<file path="config.mk">
export PLATFORM = sky130hd
export DESIGN_NAME = conv3x3_relu_pipeline_flat
export DESIGN_NICKNAME = d
export VERILOG_FILES = /design/src/rtl/conv3x3_relu_pipeline_if.sv /design/src/rtl/conv3x3_relu_pipeline.sv /design/src/flat_wrapper.sv
export SDC_FILE = /design/constraint.sdc
export NUM_CORES = 2
export LEC_CHECK = 0
export BUFFER_PORTS_ARGS = -buffer_cell sky130_fd_sc_hd__buf_2
export CAP_MARGIN = 0
export CORE_AREA = 3 3 283 355
export CTS_CLUSTER_SIZE = 20
export DETAILED_ROUTE_END_ITERATION = 7
export DIE_AREA = 0 0 286 358
export PLACE_DENSITY = 0.76
export RECOVER_POWER = 100
export SLEW_MARGIN = 25
export SYNTH_ARGS = -nofsm -noshare
export SYNTH_HDL_FRONTEND = slang
export SYNTH_SLANG_ARGS = --single-unit
</file>
<file path="constraint.sdc">
create_clock -name clk -period 13.1 [get_ports clk]
set_input_delay 1.31 -clock clk [delete_from_list [all_inputs] [get_ports clk]]
set_output_delay 1.31 -clock clk [all_outputs]
set_load 0.005 [all_outputs]
</file>
<file path="src/rtl/conv3x3_relu_pipeline_if.sv">
// Pixel-in / convolution-out bundle for conv3x3_relu_pipeline.
interface conv3x3_relu_pipeline_if #(
  parameter int DATA_WIDTH   = 8,
  parameter int WEIGHT_WIDTH = 8,
  parameter int ACC_WIDTH    = 20
) ();
  logic                          enable;
  logic [DATA_WIDTH-1:0]         pixel_in;
  logic                          pixel_valid;
  logic [9*WEIGHT_WIDTH-1:0]     weights;
  logic [WEIGHT_WIDTH-1:0]       bias;
  logic signed [ACC_WIDTH-1:0]   conv_out;
  logic signed [ACC_WIDTH-1:0]   relu_out;
  logic                          valid_out;

  modport master (
    output enable, pixel_in, pixel_valid, weights, bias,
    input  conv_out, relu_out, valid_out
  );

  modport slave (
    input  enable, pixel_in, pixel_valid, weights, bias,
    output conv_out, relu_out, valid_out
  );
endinterface

</file>
<file path="src/rtl/conv3x3_relu_pipeline.sv">
// Streaming 3x3 convolution + bias + ReLU over a square raster image,
// using two row buffers and a 3x3 shift window, one pixel per clock.
module conv3x3_relu_pipeline #(
  parameter int IMG_WIDTH    = 28,
  parameter int DATA_WIDTH   = 8,
  parameter int WEIGHT_WIDTH = 8,
  parameter int ACC_WIDTH    = 20
) (
  input  logic                     clk,
  input  logic                     rst_n,
  conv3x3_relu_pipeline_if.slave   bus
);
  localparam int CW = $clog2(IMG_WIDTH);
  localparam logic [CW-1:0] LAST = CW'(IMG_WIDTH - 1);

  logic [CW-1:0]           col_q, col_d, row_q, row_d;
  logic [DATA_WIDTH-1:0]   line0_q [IMG_WIDTH];
  logic [DATA_WIDTH-1:0]   line1_q [IMG_WIDTH];
  logic [DATA_WIDTH-1:0]   win_q [9];
  logic [DATA_WIDTH-1:0]   win_d [9];
  logic                    win_vld_q, win_vld_d;
  logic                    valid_q;
  logic signed [ACC_WIDTH-1:0] conv_q, sum, px, wt;
  logic                    accept;

  assign accept = bus.enable & bus.pixel_valid;

  always_comb begin
    col_d = col_q;
    row_d = row_q;
    if (accept) begin
      if (col_q == LAST) begin
        col_d = '0;
        row_d = (row_q == LAST) ? '0 : row_q + 1'b1;
      end else begin
        col_d = col_q + 1'b1;
      end
    end
    win_vld_d = accept && (row_q >= CW'(2)) && (col_q >= CW'(2));
  end

  // line1 holds row-2, line0 holds row-1 at the current column
  always_comb begin
    for (int unsigned i = 0; i < 9; i++) win_d[i] = win_q[i];
    if (accept) begin
      win_d[0] = win_q[1];
      win_d[1] = win_q[2];
      win_d[2] = line1_q[col_q];
      win_d[3] = win_q[4];
      win_d[4] = win_q[5];
      win_d[5] = line0_q[col_q];
      win_d[6] = win_q[7];
      win_d[7] = win_q[8];
      win_d[8] = bus.pixel_in;
    end
  end

  always_comb begin
    px  = '0;
    wt  = '0;
    sum = ACC_WIDTH'($signed(bus.bias));
    for (int unsigned k = 0; k < 9; k++) begin
      px  = ACC_WIDTH'(win_q[k]);
      wt  = ACC_WIDTH'($signed(bus.weights[WEIGHT_WIDTH*k +: WEIGHT_WIDTH]));
      sum = sum + px * wt;
    end
  end

  always_ff @(posedge clk or negedge rst_n) begin
    if (!rst_n) begin
      col_q     <= '0;
      row_q     <= '0;
      win_vld_q <= 1'b0;
      valid_q   <= 1'b0;
      conv_q    <= '0;
      for (int unsigned i = 0; i < IMG_WIDTH; i++) begin
        line0_q[i] <= '0;
        line1_q[i] <= '0;
      end
      for (int unsigned i = 0; i < 9; i++) win_q[i] <= '0;
    end else if (bus.enable) begin
      col_q     <= col_d;
      row_q     <= row_d;
      win_vld_q <= win_vld_d;
      valid_q   <= win_vld_q;
      if (win_vld_q) conv_q <= sum;
      for (int unsigned i = 0; i < 9; i++) win_q[i] <= win_d[i];
      if (accept) begin
        line1_q[col_q] <= line0_q[col_q];
        line0_q[col_q] <= bus.pixel_in;
      end
    end
  end

  // A pending strobe is held while disabled and shown once enable returns
  assign bus.valid_out = valid_q & bus.enable;
  assign bus.conv_out  = conv_q;
  assign bus.relu_out  = conv_q[ACC_WIDTH-1] ? '0 : conv_q;
endmodule

</file>
<file path="src/flat_wrapper.sv">
// flat-port wrapper written by rule: the top's interface ports become plain ports
module conv3x3_relu_pipeline_flat 
#(
  parameter int IMG_WIDTH    = 28,
  parameter int DATA_WIDTH   = 8,
  parameter int WEIGHT_WIDTH = 8,
  parameter int ACC_WIDTH    = 20
)
  (clk, rst_n, bus_enable, bus_pixel_in, bus_pixel_valid, bus_weights, bus_bias, bus_conv_out, bus_relu_out, bus_valid_out);
  conv3x3_relu_pipeline_if #(.DATA_WIDTH(DATA_WIDTH), .WEIGHT_WIDTH(WEIGHT_WIDTH), .ACC_WIDTH(ACC_WIDTH)) bus_i ();
  input  logic clk;
  input  logic rst_n;
  input wire logic [$bits(bus_i.enable)-1:0] bus_enable;
  input wire logic [$bits(bus_i.pixel_in)-1:0] bus_pixel_in;
  input wire logic [$bits(bus_i.pixel_valid)-1:0] bus_pixel_valid;
  input wire logic [$bits(bus_i.weights)-1:0] bus_weights;
  input wire logic [$bits(bus_i.bias)-1:0] bus_bias;
  output wire logic [$bits(bus_i.conv_out)-1:0] bus_conv_out;
  output wire logic [$bits(bus_i.relu_out)-1:0] bus_relu_out;
  output wire logic [$bits(bus_i.valid_out)-1:0] bus_valid_out;
  assign bus_i.enable = bus_enable;
  assign bus_i.pixel_in = bus_pixel_in;
  assign bus_i.pixel_valid = bus_pixel_valid;
  assign bus_i.weights = bus_weights;
  assign bus_i.bias = bus_bias;
  assign bus_conv_out = bus_i.conv_out;
  assign bus_relu_out = bus_i.relu_out;
  assign bus_valid_out = bus_i.valid_out;
  conv3x3_relu_pipeline #(.IMG_WIDTH(IMG_WIDTH), .DATA_WIDTH(DATA_WIDTH), .WEIGHT_WIDTH(WEIGHT_WIDTH), .ACC_WIDTH(ACC_WIDTH)) u_core (.clk(clk), .rst_n(rst_n), .bus(bus_i));
endmodule
</file>
==> out/metrics.csv <==
stage,metric,value,unit
clocking,H-tree lvl count,2,
floorplan,Die H,358,um
global_routing,first-pass GRT wire length,202500,um
synth,Mapped Nets,6148,
hold_path,HP Class,reg2reg,
synth,Netlist cell types,75,
route,per-cell routed wire length,19.34,um
clocking,clk slew on worst S/H paths,60,ps
clocking,Clock Tree Buf Depth,3,
timing,RSZ-0062 raised after global routing,no,
layout,share of layout cells above drive strength 1,0.07981,
placed_design,post-DP HPWL,93670,um
timing,Final period util,0.7444,
placed_design,Cells after DPL,6381,
timing,worst relative slew slack,-2.547,
placed_design,Placer Congestion,0.9644,
clocking,clk sinks,552,
clocking,clk_lat worst skew,670,ps
global_routing,grt ovf,0,
floorplan,DIE WIDTH,286,um
timing,Fin Setup TNS,0,ps
hold_path,WHS Endpoint,u_core.line0_q[152],
critical_path,WS Path Type,in2async,
timing,final worst path period need,9751,ps
critical_path,worst-path fanout max,180,
flow_run,max-cap violations,15,
synth,register area share after synthesis,0.2842,
route,Routed Antenna Nets,0,
synth,most frequent cell after synthesis,nand2_1,
route,vias,35760,
critical_path,crit path DAT,10210,ps
critical_path,Reg2Reg Depth,9,
synth,top post-synthesis cells by count,"1,139 x nand2_1, 727 x inv_1, 552 x dfrtp_1",
synth,number of synthesized register bits,552,
timing,Max Slew Vio Count,883,
hold_path,WHS Path Cells,2,
floorplan,die area,102400,sq um
synth,cells after synthesis,5168,
placed_design,port bufs,131,
critical_path,startpoint types,primary input,
synth,Yosys top cell by area,dfrtp_1,
global_routing,gr usage total,0.2500,
global_routing,largest net degree at the start of global routing,181,
hold_path,worst min-delay path startpoint,u_core.line0_q[152],
synth,Post-Syn Area,48600,sq um
floorplan,Rows,128,
clocking,cts bufs inserted,58,
synth,Yosys warnings,0,
critical_path,endpoint type of the worst setup path,asynchronous set/reset pin,
layout,final std cells w/o fill,6492,
route,Via density,5.508,
synth,Synth area leaders,"dfrtp_1 28%, fa_1 19%, ha_1 11%",
timing,Max Fclk,102.6,MHz
route,Iteration-0 DRC Markers,2339,
synth,Post-synth top flop,dfrtp_1,
global_routing,initial antenna violation count,8,
clocking,CTS tree,yes,
global_routing,vias in the first global route,37180,
synth,asr flop ratio synth,1.000,
critical_path,Worst Path Required,13560,ps
clocking,setup bufs post-CTS,0,
critical_path,FF-to-FF Start,u_core.col_q[1],
timing,Worst Tran Pin Value,5320,ps
synth,number of flops mapped to enable cells by yosys,0,
layout,layout overhead on the synthesized area,6.583,%
clocking,hold_buf cts,0,
clocking,post-CTS sizing,0,
floorplan,initial core utilization,0.4991,
outcome,status,"complete, but fails checks",
synth,synthesized area per cell,9.404,sq um
floorplan,io pins,133,
critical_path,reg-to-reg critical path endpoint,u_core.line1_q[86],
route,Pre-antenna DRT Iters,5,
floorplan,Core ar.,97370,sq um
route,DRC Markers,0,
route,total wire length,125500,um
layout,fin nets,6121,
outcome,failing checks,"max-capacitance violations, max-slew violations",
layout,fin util,0.5320,
timing,clock skew,41.09,ps
clocking,root buffer cell,clkbuf_16,
synth,Synth top area share,0.2842,
timing,Final Hold Fails,0,
timing,Setup-failing EPs final,0,
critical_path,Worst R2R Setup Slack,3800,ps
[per-stage QoR]
step	hold WS [ps]	area, sq um	worst slack [ps]
floorplan	441.0	48600	3752
global placement	453.0	49950	3222
detailed placement	458.3	49980	3117
CTS	473.5	51980	3805
global route	487.0	51800	1821
finish	473.9	51800	3349
[placed cells by master, fill, tap and decap left out, types with 37 or more instances in the layout]
cell type / count
clkbuf_16: 58
fa_1: 471
xor2_1: 47
o21ai_0: 271
a21o_1: 42
nand2_1: 1138
ha_1: 417
mux4_2: 88
a22oi_1: 37
xnor2_1: 70
and2_1: 339
dfrtp_1: 551
nand2b_1: 40
inv_1: 727
buf_2: 105
clkbuf_1: 41
nor2_1: 156
mux2i_1: 53
mux2_2: 78
a21oi_1: 117
[cells by family after synthesis]
family,share of synthesized area
simple gates,0.1659
buf+inv,0.08074
fa+ha+maj,0.3014
compound gates,0.07680
flops,0.2842
mux,0.06977
xor+xnor,0.02109
other cells,0.00007716
[registers in the layout (all words and copies together), names as in the netlist]
name / count
u_core.row_q: 5
u_core.win_q: 64
u_core.bus.conv_out: 20
u_core.win_vld_q: 1
u_core.px: 8
u_core.line0_q: 224
u_core.col_q: 5
u_core.valid_q: 1
u_core.line1_q: 224
[critical path, cell delays in order]
cell and delay, ps:
clkbuf_1 3650, clkbuf_2 3490, clkbuf_2 1620
[how the worst max path moves through the flow]
| stage | startpoint | to | cells after the start |
|---|---|---|---|
| floorplan | bus_weights[0] | u_core.bus.conv_out[18] | 32 |
| global placement | bus_weights[2] | u_core.bus.conv_out[18] | 30 |
| detailed placement | bus_weights[2] | u_core.bus.conv_out[18] | 30 |
| CTS | bus_weights[2] | u_core.bus.conv_out[18] | 30 |
| global route | rst_n | u_core.line0_q[73] | 3 |
| finish | rst_n | u_core.line0_q[219] | 3 |
[metal layers]
layer,wire (um),track usage,part of all wire
met1,49090,0.3076,0.39
met2,62620,0.4353,0.50
met3,7132,0.03299,0.057
met4,6679,0.1207,0.053
met5,18,0,0.00014
[cell type report]
cell class	instances	area [sq um]
diodes	5	12.51
clock buffers	78	1637
clock inverters	28	370.4
fillers	8675	45580
inverters	729	2736
multi-input cells	3640	30820
flip-flops and latches	552	13820
well taps	1300	1627
repair buffers	160	783.3
Power is left out: the tool's default activity adds up to more than one toggle a clock period on the data nets, which glitch-free logic cannot reach.
